===== src/rtl/mem_port_arbiter_pkg.sv =====
// Shared encodings for the main-memory port arbiter: FSM states, grant IDs
// and the widths of the internal counters.
package mem_port_arbiter_pkg;

  typedef enum logic [1:0] {
    ST_IDLE   = 2'd0,
    ST_ACCESS = 2'd1,
    ST_RESP   = 2'd2
  } state_e;

  localparam logic [1:0] GNT_NONE = 2'd0;
  localparam logic [1:0] GNT_LDR  = 2'd1;
  localparam logic [1:0] GNT_DAT  = 2'd2;
  localparam logic [1:0] GNT_IFT  = 2'd3;

  // MEM_LAT tops out at 15, MAX_WAIT at 7
  localparam int LAT_W  = 4;
  localparam int WAIT_W = 3;

endpackage


===== src/rtl/mem_port_arbiter_priority_sel.sv =====
// Combinational winner selection: loader only in boot mode, otherwise data
// beats fetch unless fetch has been starved for MAX_WAIT data wins.
module arb_priority_sel
  import mem_port_arbiter_pkg::*;
#(
  parameter int MAX_WAIT = 3
) (
  input  logic              boot_en,
  input  logic              ldr_req,
  input  logic              dat_req,
  input  logic              ift_req,
  input  logic [WAIT_W-1:0] wait_cnt,
  output logic [1:0]        winner
);

  localparam logic [WAIT_W-1:0] WAIT_MAX = WAIT_W'(MAX_WAIT);

  always_comb begin
    winner = GNT_NONE;
    if (boot_en) begin
      if (ldr_req) winner = GNT_LDR;
    end else if (ift_req && (!dat_req || wait_cnt == WAIT_MAX)) begin
      winner = GNT_IFT;
    end else if (dat_req) begin
      winner = GNT_DAT;
    end
  end

endmodule


===== src/rtl/mem_port_arbiter.sv =====
// Shares the single-port main memory between loader, data and fetch
// requesters: IDLE arbitrates, ACCESS strobes for MEM_LAT cycles, RESP acks.
module mem_port_arbiter
  import mem_port_arbiter_pkg::*;
#(
  parameter int AW       = 32,
  parameter int DW       = 32,
  parameter int MEM_LAT  = 1,
  parameter int MAX_WAIT = 3
) (
  input  logic          clk,
  input  logic          reset,
  input  logic          boot_en,
  input  logic          ldr_req,
  input  logic [AW-1:0] ldr_addr,
  input  logic [DW-1:0] ldr_wdata,
  output logic          ldr_ack,
  input  logic          dat_req,
  input  logic          dat_we,
  input  logic [AW-1:0] dat_addr,
  input  logic [DW-1:0] dat_wdata,
  output logic          dat_ack,
  input  logic          ift_req,
  input  logic [AW-1:0] ift_addr,
  output logic          ift_ack,
  output logic [DW-1:0] rdata,
  output logic [AW-1:0] mem_dir,
  output logic [DW-1:0] mem_write_data,
  output logic          mem_wd,
  output logic          mem_rd,
  input  logic [DW-1:0] mem_read_data,
  output logic          busy,
  output logic [1:0]    grant_id
);

  localparam logic [LAT_W-1:0]  LAT_LAST = LAT_W'(MEM_LAT - 1);
  localparam logic [WAIT_W-1:0] WAIT_MAX = WAIT_W'(MAX_WAIT);

  state_e              state, state_nxt;
  logic [LAT_W-1:0]    lat_cnt;
  logic [WAIT_W-1:0]   wait_cnt;
  logic [1:0]          winner;
  logic [AW-1:0]       addr_q;
  logic [DW-1:0]       wdata_q;
  logic                we_q;
  logic                last_acc;

  arb_priority_sel #(.MAX_WAIT(MAX_WAIT)) u_sel (
    .boot_en  (boot_en),
    .ldr_req  (ldr_req),
    .dat_req  (dat_req),
    .ift_req  (ift_req),
    .wait_cnt (wait_cnt),
    .winner   (winner)
  );

  assign last_acc = (lat_cnt == LAT_LAST);

  always_comb begin
    state_nxt = state;
    case (state)
      ST_IDLE:   if (winner != GNT_NONE) state_nxt = ST_ACCESS;
      ST_ACCESS: if (last_acc) state_nxt = ST_RESP;
      ST_RESP:   state_nxt = ST_IDLE;
      default:   state_nxt = ST_IDLE;
    endcase
  end

  always_ff @(posedge clk or negedge reset) begin
    if (!reset) state <= ST_IDLE;
    else        state <= state_nxt;
  end

  always_ff @(posedge clk or negedge reset) begin
    if (!reset) begin
      lat_cnt  <= '0;
      wait_cnt <= '0;
      addr_q   <= '0;
      wdata_q  <= '0;
      we_q     <= 1'b0;
      grant_id <= GNT_NONE;
      rdata    <= '0;
    end else begin
      case (state)
        ST_IDLE: begin
          lat_cnt  <= '0;
          grant_id <= winner;
          // starvation count only advances while fetch is actually waiting
          if (!ift_req || winner == GNT_IFT)
            wait_cnt <= '0;
          else if (winner == GNT_DAT && wait_cnt != WAIT_MAX)
            wait_cnt <= wait_cnt + 1'b1;
          case (winner)
            GNT_LDR: begin addr_q <= ldr_addr; wdata_q <= ldr_wdata; we_q <= 1'b1;   end
            GNT_DAT: begin addr_q <= dat_addr; wdata_q <= dat_wdata; we_q <= dat_we; end
            GNT_IFT: begin addr_q <= ift_addr; wdata_q <= '0;        we_q <= 1'b0;   end
            default: ;
          endcase
        end
        ST_ACCESS: begin
          lat_cnt <= lat_cnt + 1'b1;
          if (last_acc && !we_q) rdata <= mem_read_data;
        end
        ST_RESP: grant_id <= GNT_NONE;
        default: ;
      endcase
    end
  end

  // memory sees only the latched request, and only while strobing
  assign mem_dir        = (state == ST_ACCESS) ? addr_q  : '0;
  assign mem_write_data = (state == ST_ACCESS) ? wdata_q : '0;
  assign mem_wd         = (state == ST_ACCESS) &&  we_q;
  assign mem_rd         = (state == ST_ACCESS) && !we_q;
  assign busy           = (state != ST_IDLE);

  assign ldr_ack = (state == ST_RESP) && (grant_id == GNT_LDR);
  assign dat_ack = (state == ST_RESP) && (grant_id == GNT_DAT);
  assign ift_ack = (state == ST_RESP) && (grant_id == GNT_IFT);

endmodule

===== config.mk =====
export PLATFORM = sky130hd
export DESIGN_NAME = mem_port_arbiter
export DESIGN_NICKNAME = d
export VERILOG_FILES = /design/src/rtl/mem_port_arbiter_pkg.sv /design/src/rtl/mem_port_arbiter_priority_sel.sv /design/src/rtl/mem_port_arbiter.sv
export SDC_FILE = /design/constraint.sdc
export NUM_CORES = 1
export LEC_CHECK = 0
export ABC_AREA = 1
export CORE_MARGIN = 1
export CORE_UTILIZATION = 35
export DETAILED_ROUTE_END_ITERATION = 6
export PLACE_DENSITY = 0.85
export SYNTH_ARGS = -nofsm -noshare
export SYNTH_HDL_FRONTEND = slang
export SYNTH_HIERARCHICAL = 1
export SYNTH_SLANG_ARGS = --single-unit

===== constraint.sdc =====
create_clock -name clk -period 2 [get_ports clk]
set_input_delay 0.3 -clock clk [delete_from_list [all_inputs] [get_ports clk]]
set_output_delay 0.3 -clock clk [all_outputs]
set_load 0.05 [all_outputs]

==> metrics.txt <==
status finished clean; Slew headroom 64.37%; Min Hold Slack 463.5 ps; ys flop type dfrtp_1; placed cell area 9839 um^2; type of the most critical hold path in2async; Setup violations, final 0; switching fraction of total power 47.89%; clock skew 5.937 ps; syn nets 1049; Synth Instances 846; asr flop ratio synth 100.0%; most frequent cells in the layout 407 x nand2_1, 231 x clkdlybuf4s50_1, 108 x dfrtp_1; Comb power frac 62.7%; Tmin final 1934 ps; DRC Markers 0; drt first-iter violations 313; final net count 1341; Post-Route WL 19410 um; Final WS setup 65.65 ps; CTS clk-pin slew, worst paths 70 ps; synth top area cells dfrtp_1 47%, nand2_1 27%, inv_1 5.0%; Setup Crit Path Kind reg2out; most common cell after layout, fill and taps aside nand2_1; post-route ant nets 0; Routability Congestion 0.8191; Yosys top cell area share 46.90%; clk sinks 108; Port Buffers 302; Site Rows 46; r2r setup slk 330 ps; vias in the first global route 6251; number of synthesized flops with an enable pin 0; register share of total power 24.8%; die width 130.3 um; clk_lat worst skew 340 ps; Syn. warnings 6; htree depth 3; Leakage 4.865 nW; CP max-delay cell dfrtp_1; Post-Syn Area 5763 um^2; Max Cap Viol 0; fmax 517.0 MHz; Area Overhead vs Synth 76.77%; CTS tree done; Max VDD drop 0.0008019 V; drt via density 4.735; CP required 1700 ps; detailed placer's ending HPWL 14710 um; Via Count 6435; GRT Residual Overflow 0; Fin. Hold Viols 0; Setup crit end kind primary output; CTS Buf Count 9; fin util 63.67%; initial antenna violation count 0; Inserted Diodes 0; worst-margin pin slew 532.8 ps; register area share after synthesis 46.90%; post-synth cell types 23; Starting Density 36.02%; Finished Cell Area 10190 um^2; total core area 16000 um^2; postcts setup bufs 0; clock buffer depth 2; critical path peak fanout 34; most used cell, CP buf_12; Tot GR Track Use 22.63%; post-synth top area cell dfrtp_1; CTS root buf clkbuf_16; DP Worst Slack 19.31 ps; first-pass GRT wire length 29650 um; worst reg2reg path depth 11; Top delay family on crit path buffers and inverters; layout cells sized above 1 13.82%; pin count of the biggest net entering global routing 57; WL per Instance 14.28 um; Die ar. 16980 um^2; Int Pwr 0.007632 W; Startpoint Class register; Synth Register Bits 108; fin crit share 96.72%; crit-path max cell delay 410 ps; synthesized area per cell 6.812 um^2; Die H 130.3 um; Clk network pwr share 12.5%; Detailed Routing Iterations Pass 1 4; RSZ-0062 raised after global routing yes; num ports 303; worst-path cell chain nor2_2 > inv_2 > buf_12 > nor2_1 > buf_12; Power Density 1438 nW/um^2; number of buffers and inverters on the critical path 3; Net Switching 0.007015 W; Worst Path Arrival 1630 ps; WP depth 5; Pins Over Slew Limit 0
per-layer routing:
layer	vias up	track usage (%)	wire, um
li1	3159	-	-
met1	2970	24.79	7444
met2	263	39.86	9640
met3	43	6.478	1687
met4	0	11.42	633
met5	-	0	0
power groups by stage:
stage / combinational (W) / sequential [W] / clock (W)
floorplan: 0.00409 / 0.00474 / 0
finish: 0.00919 / 0.00363 / 0.00183
global route: 0.00981 / 0.00374 / 0.00195
detailed placement: 0.00917 / 0.00367 / 0
global placement: 0.00900 / 0.00361 / 0
CTS: 0.00920 / 0.00363 / 0.00187
kinds of logic (layout without fill, tap and decap cells):
group / Yosys count / after routing / share of synthesized area, %
AOI/OAI and AO/OA: 42 / 42 / 3.821
xor gates and xnor gates: 1 / 1 / 0.1520
adders and majority gates: 4 / 4 / 0.8685
buffers and inverters: 131 / 428 / 9.314
DFF: 108 / 108 / 46.90
and+or+nand+nor: 560 / 560 / 38.95
registers in the layout, summed over array words and instances, names as in the netlist:
| name | cells |
|---|---|
| wait_cnt | 3 |
| lat_cnt | 4 |
| state | 2 |
| addr_q | 32 |
| grant_id | 2 |
| we_q | 1 |
| wdata_q | 32 |
| rdata | 32 |
worst register-to-register path, cell delays in order, from the launching register on:
cell,delay [ps]
dfrtp_1,420
nand3_1,110
nand2_1,50
nand2_1,50
nand2_1,100
buf_4,160
nor2_4,130
buf_12,260
nand2_1,150
nand3_1,90
nand2_1,50
nand2_1,50
synthesized netlist by cell type, types with 6 or more instances:
cell and count:
inv_1 76, o21ai_0 13, inv_2 6, buf_2 18, dfrtp_1 108, nand4_1 33
o21ai_1 24, nand2_1 407, nand3_1 38, nor2_1 75, clkbuf_1 24
timing repair:
item / in CTS / in global routing
gates resized for setup: 0 / 14
endpoints found under the hold margin: 37 / 0
hold buffers: 1 / 0
setup endpoints to repair: 4 / 30
per-stage QoR:
stage / total power, W / cells / TNS (ps)
6_report: 0.01465 / 1359 / 0
5_1_grt: 0.01550 / 1359 / -242.9
4_1_cts: 0.01470 / 1359 / -27.63
3_5_place_dp: 0.01283 / 1342 / 0
3_3_place_gp: 0.01260 / 1342 / 0
2_1_floorplan: 0.008823 / 846 / -501.9
worst paths after layout:
| path | startpoint | to |
|---|---|---|
| setup reg to reg | wait_cnt[0] | addr_q[1] |
| hold reg to reg | rdata[17] | rdata[17] |
| hold / removal | reset | rdata[5] |
| setup / recovery | state[1] | mem_write_data[1] |
| max in group asynchronous | reset | addr_q[21] |
| min in group clk | rdata[17] | rdata[17] |
final cells by class:
type / instances / area [um^2]
inverter: 83 / 311.5
timing repair buffer: 329 / 3980
fill: 1339 / 5813
tap: 216 / 270.3
sequential: 108 / 2703
multi-input combinational: 607 / 2621
clock inverter: 7 / 76.32
clock buffer: 9 / 225.2
No activity file was read; power rests on OpenSTA's default activity.
==> edit 1, RTL diff (same flow settings) <==
Encoding of `state_e`: now one-hot (3 bits for 3 states).
--- a/src/rtl/mem_port_arbiter_pkg.sv
+++ b/src/rtl/mem_port_arbiter_pkg.sv
@@ -2,10 +2,10 @@
 // and the widths of the internal counters.
 package mem_port_arbiter_pkg;
 
-  typedef enum logic [1:0] {
-    ST_IDLE   = 2'd0,
-    ST_ACCESS = 2'd1,
-    ST_RESP   = 2'd2
+  typedef enum logic [2:0] {
+    ST_IDLE   = 3'b001,
+    ST_ACCESS = 3'b010,
+    ST_RESP   = 3'b100
   } state_e;
 
   localparam logic [1:0] GNT_NONE = 2'd0;
Function: same outputs for any inputs over 10 cycles, from zero or initial values and one cycle with reset low; not proved beyond that.
==> edit 1 against the unedited design <==
Global-route usage down 0.92 points. Synthesized cell count up 1.3%. Setup slack better by 46 ps. Area after synthesis up 0.67%. Hold slack better by 17 ps. Count of clock-buffer cells in the layout up 2. Final cell count up 0.74%. Highest routed layer unchanged. Maximum frequency up 2.4%. Routed wire length down 2.0%. Critical path type unchanged. Sequential cell count up 1. Power down 13%. Largest power group unchanged. Final area up 0.69%. Non-clock buffer count down 3.
==> edit 1: results <==
export IMPL_status="finished, final reports clean"
export IMPL_largestRegisters="addr_q: 32 flops, rdata: 32 flops, wdata_q: 32 flops"
export IMPL_holdBufCountCts=1
export IMPL_nFillCells=1297
export IMPL_fin_skew_ps=6.063
export IMPL_clock_tree_htree_level_count=3
export IMPL_cts_buffers=9
export IMPL_antennaDiodeCount=0
export IMPL_syn_nets=1060
export IMPL_dieArea_um2=17100
export IMPL_numPortBuffers=302
export IMPL_netlist_top_cells_count="409 x nand2_1, 108 x dfrtp_1, 82 x inv_1, 79 x nor2_1, 46 x o21ai_0"
export IMPL_grt_max_degree=68
export IMPL_drt_wirelength_per_cell_um=13.89
export IMPL_path_clk_slew_ps=70
export IMPL_dpl_cell_area_um2=9888
export IMPL_crit_fanout=39
export IMPL_placed_cells=1351
export IMPL_cts_resized=0
export IMPL_yosysUniqueCellTypes=20
export IMPL_crit_slowest_cell="dfstp_2"
export IMPL_yosysWarnings=6
export IMPL_post_cts_buffers=0
export IMPL_hold_path_class="reg2reg"
export IMPL_totalWireLength_um=19020
export IMPL_critPathMaxStageDelay_ps=540
export IMPL_globalplace_congestion=0.7569
export IMPL_vdd_ir_drop_max_uv=1111
export IMPL_cp_top_family="flip-flops"
export IMPL_grt_pass1_vias=5903
export IMPL_antenna_found_initial=0
export IMPL_synth_avg_cell_area_um2=6.770
export IMPL_ys_seq_area_share_pct=47.03
export IMPL_grt_total_usage_pct=21.71
export IMPL_vias=6313
export IMPL_dp_hpwl_um=14620
export IMPL_ys_top_cells_by_area="dfrtp_1 47%, nand2_1 26%, inv_1 5.3%"
export IMPL_clock_path_buffers=2
export IMPL_clock_latency_ps=350
export IMPL_grt_pass1_wl_um=28420
export IMPL_root_buffer="clkbuf_16"
export IMPL_drt_initial_drc_count=306
export IMPL_synth_ff_type="dfrtp_1"
export IMPL_dp_slack_ps=-26.85
export IMPL_drive_above_1_share_pct=10.49
export IMPL_cp_arrival_ps=1590
export IMPL_p_leak_nw=4.860
export IMPL_firstDrtPassIters=4
export IMPL_tightest_slew_ps=541.1
export IMPL_synthArstFlopShare_pct=100.0
==> edit 1: cell count changes after synthesis, sizes merged, moves of 2 or more <==
cell and change:
nand4 -33, o21ai +31, nand3 +7, inv +4, nand2 +2, buf +10, clkbuf -12, nor2 +4
==> edit 1: final timing paths <==
| path | start | endpoint | slack (ps) | cells after the start |
|---|---|---|---|---|
| worst max-delay path | state[0] | mem_write_data[30] | 110 | 5 |
| worst min-delay path | addr_q[17] | addr_q[17] | 480 | 2 |
| worst max register to register | wait_cnt[0] | addr_q[13] | 360 | 11 |
| worst min register to register | addr_q[17] | addr_q[17] | 480 | 2 |
| max in group asynchronous | reset | state[0] | 1180 | 3 |
| min in group asynchronous | reset | wdata_q[2] | 490 | 3 |
==> edit 1: logic make-up after synthesis <==
family	count (synthesis)	share of synthesized area, %
adder cells (fa/ha/maj)	4	0.8627
flip-flops	109	47.03
buffers and inverters	132	9.403
AND/OR/NAND/NOR	539	36.29
AO/OA/AOI/OAI	72	6.254
XOR/XNOR	1	0.1510
==> edit 1: where the power goes <==
| group | internal, mW | switching, mW | leakage (nW) |
|---|---|---|---|
| Sequential | 3.22 | 0.471 | 1.36 |
| Combinational | 2.68 | 4.42 | 3.35 |
| Clock | 1.14 | 0.806 | 0.152 |
==> edit 1: layout make-up <==
type	count	area, um^2	area share [%]
clock buffers	11	242.7	2.366
repair buffers	326	4066	39.64
inverters	86	322.8	3.147
clock inverters	5	83.83	0.8173
well taps	216	270.3	2.635
flip-flops and latches	109	2729	26.60
multi-input cells	616	2542	24.79
==> edit 1: routing by layer <==
metal	up-vias	track usage, %	part of all wire [%]
met5	-	0	0
met4	0	7.640	1.9
met3	25	6.718	9.3
met2	235	39.65	50
met1	2879	23.63	39
li1	3174	-	-
==> edit 2, RTL diff (same settings) <==
Without the edit above. The parameter `DW` goes from 32 to 36.
--- a/src/rtl/mem_port_arbiter.sv
+++ b/src/rtl/mem_port_arbiter.sv
@@ -4,7 +4,7 @@
   import mem_port_arbiter_pkg::*;
 #(
   parameter int AW       = 32,
-  parameter int DW       = 32,
+  parameter int DW       = 36,
   parameter int MEM_LAT  = 1,
   parameter int MAX_WAIT = 3
 ) (
Ports: changed (5 resized); port bits go from 303 to 323. No check against the original RTL was run, so the function may have changed too.
==> edit 2 against the unedited design <==
Non-clock buffer count up 19. Area after synthesis is 5.9% higher. Global-route usage increased by 1.2 points. Power increased by 14%. Clock skew up 2.4 ps. Final area rose by 9.3%. Sequential share of layout area fell by 0.46 points. Via count increased by 5.9%. Sequential cell count rose by 8. First-iteration DRC count increased by 9.9%. Setup slack worse by 33 ps. Routed wire length up 7.4%.
==> edit 2: results <==
export IMPL_drive_above_1_share_pct=16.31
export IMPL_clock_latency_ps=410
export IMPL_largestRegisters="rdata: 36 flops, wdata_q: 36 flops, addr_q: 32 flops"
export IMPL_cp_arrival_ps=1670
export IMPL_netlist_top_cells_count="433 x nand2_1, 116 x dfrtp_1, 84 x inv_1, 77 x nor2_1, 75 x nand3_1"
export IMPL_ys_top_cells_by_area="dfrtp_1 48%, nand2_1 27%, nand3_1 6.2%"
export IMPL_bufAreaShareNonClock_pct=37.94
export IMPL_dp_hpwl_um=15480
export IMPL_nFillCells=1344
export IMPL_clock_tree_htree_level_count=4
export IMPL_yosysUniqueCellTypes=21
export IMPL_met3_usage_pct=6.841
export IMPL_cts_sinks=116
export IMPL_nMultiInputCombCells=644
export IMPL_clkbuf_count=20
export IMPL_grt_total_usage_pct=23.81
export IMPL_multi_input_area_share_pct=25.23
export IMPL_drt_initial_drc_count=344
export IMPL_vdd_ir_drop_max_uv=1080
export IMPL_met1_usage_pct=26.53
export IMPL_status="finished, final reports clean"
export IMPL_fin_skew_ps=8.352
export IMPL_grt_pass1_wl_um=33570
export IMPL_final_seq_area_um2=2903
export IMPL_p_leak_nw=5.293
==> edit 2: changes by cell type after synthesis, sizes merged <==
cell    unedited run  this run
nor2              78        79
dfrtp            108       116
inv               82        86
nand2            407       433
clkinv             1         0
buf               24        26
nand4             33         1
o21ai             38        43
nand3             38        75
==> edit 2: power groups by stage <==
stage	sequential, mW	combinational, mW	clock [mW]
3_3_place_gp	3.91	9.27	0
4_1_cts	3.94	9.58	3.14
3_5_place_dp	3.96	9.46	0
6_report	3.94	9.74	3.09
2_1_floorplan	5.15	4.09	0
5_1_grt	4.05	10.4	3.27
==> edit 2: cells by family after synthesis <==
kind of cell,synth area share [%]
flops,47.57
xor+xnor,0.1436
buf+inv,9.288
fa+ha+maj,0.8202
simple gates,38.16
compound gates,4.019
==> edit 2: worst paths after layout <==
path	start	to	slack, ps
max	state[1]	mem_write_data[25]	30
min	reset	rdata[1]	340
max reg2reg	wait_cnt[0]	wdata_q[35]	280
min reg2reg	rdata[4]	rdata[4]	470
max in group asynchronous	reset	addr_q[3]	1070
min in group clk	rdata[4]	rdata[4]	470
==> edit 2: what timing repair did <==
action / CTS / global route
setup endpoints to repair: 28 / 71
hold buffers: 1 / 0
endpoints found under the hold margin: 20 / 0
cloned: 0 / 0
resized for setup: 17 / 46
==> edit 2: routing by layer <==
metal / wire (um) / part of all wire (%)
met1: 8114 / 39
met2: 10790 / 52
met4: 500 / 2.4
met5: 0 / 0
met3: 1436 / 6.9
==> edit 2: per-stage QoR <==
step / TNS (ps) / instance area (um^2)
after global placement: 0 / 10360
after CTS: -95.99 / 11020
after global routing: -1180 / 11140
after floorplan: -501.9 / 6102
after detailed placement: -1115 / 10360
final: 0 / 11140
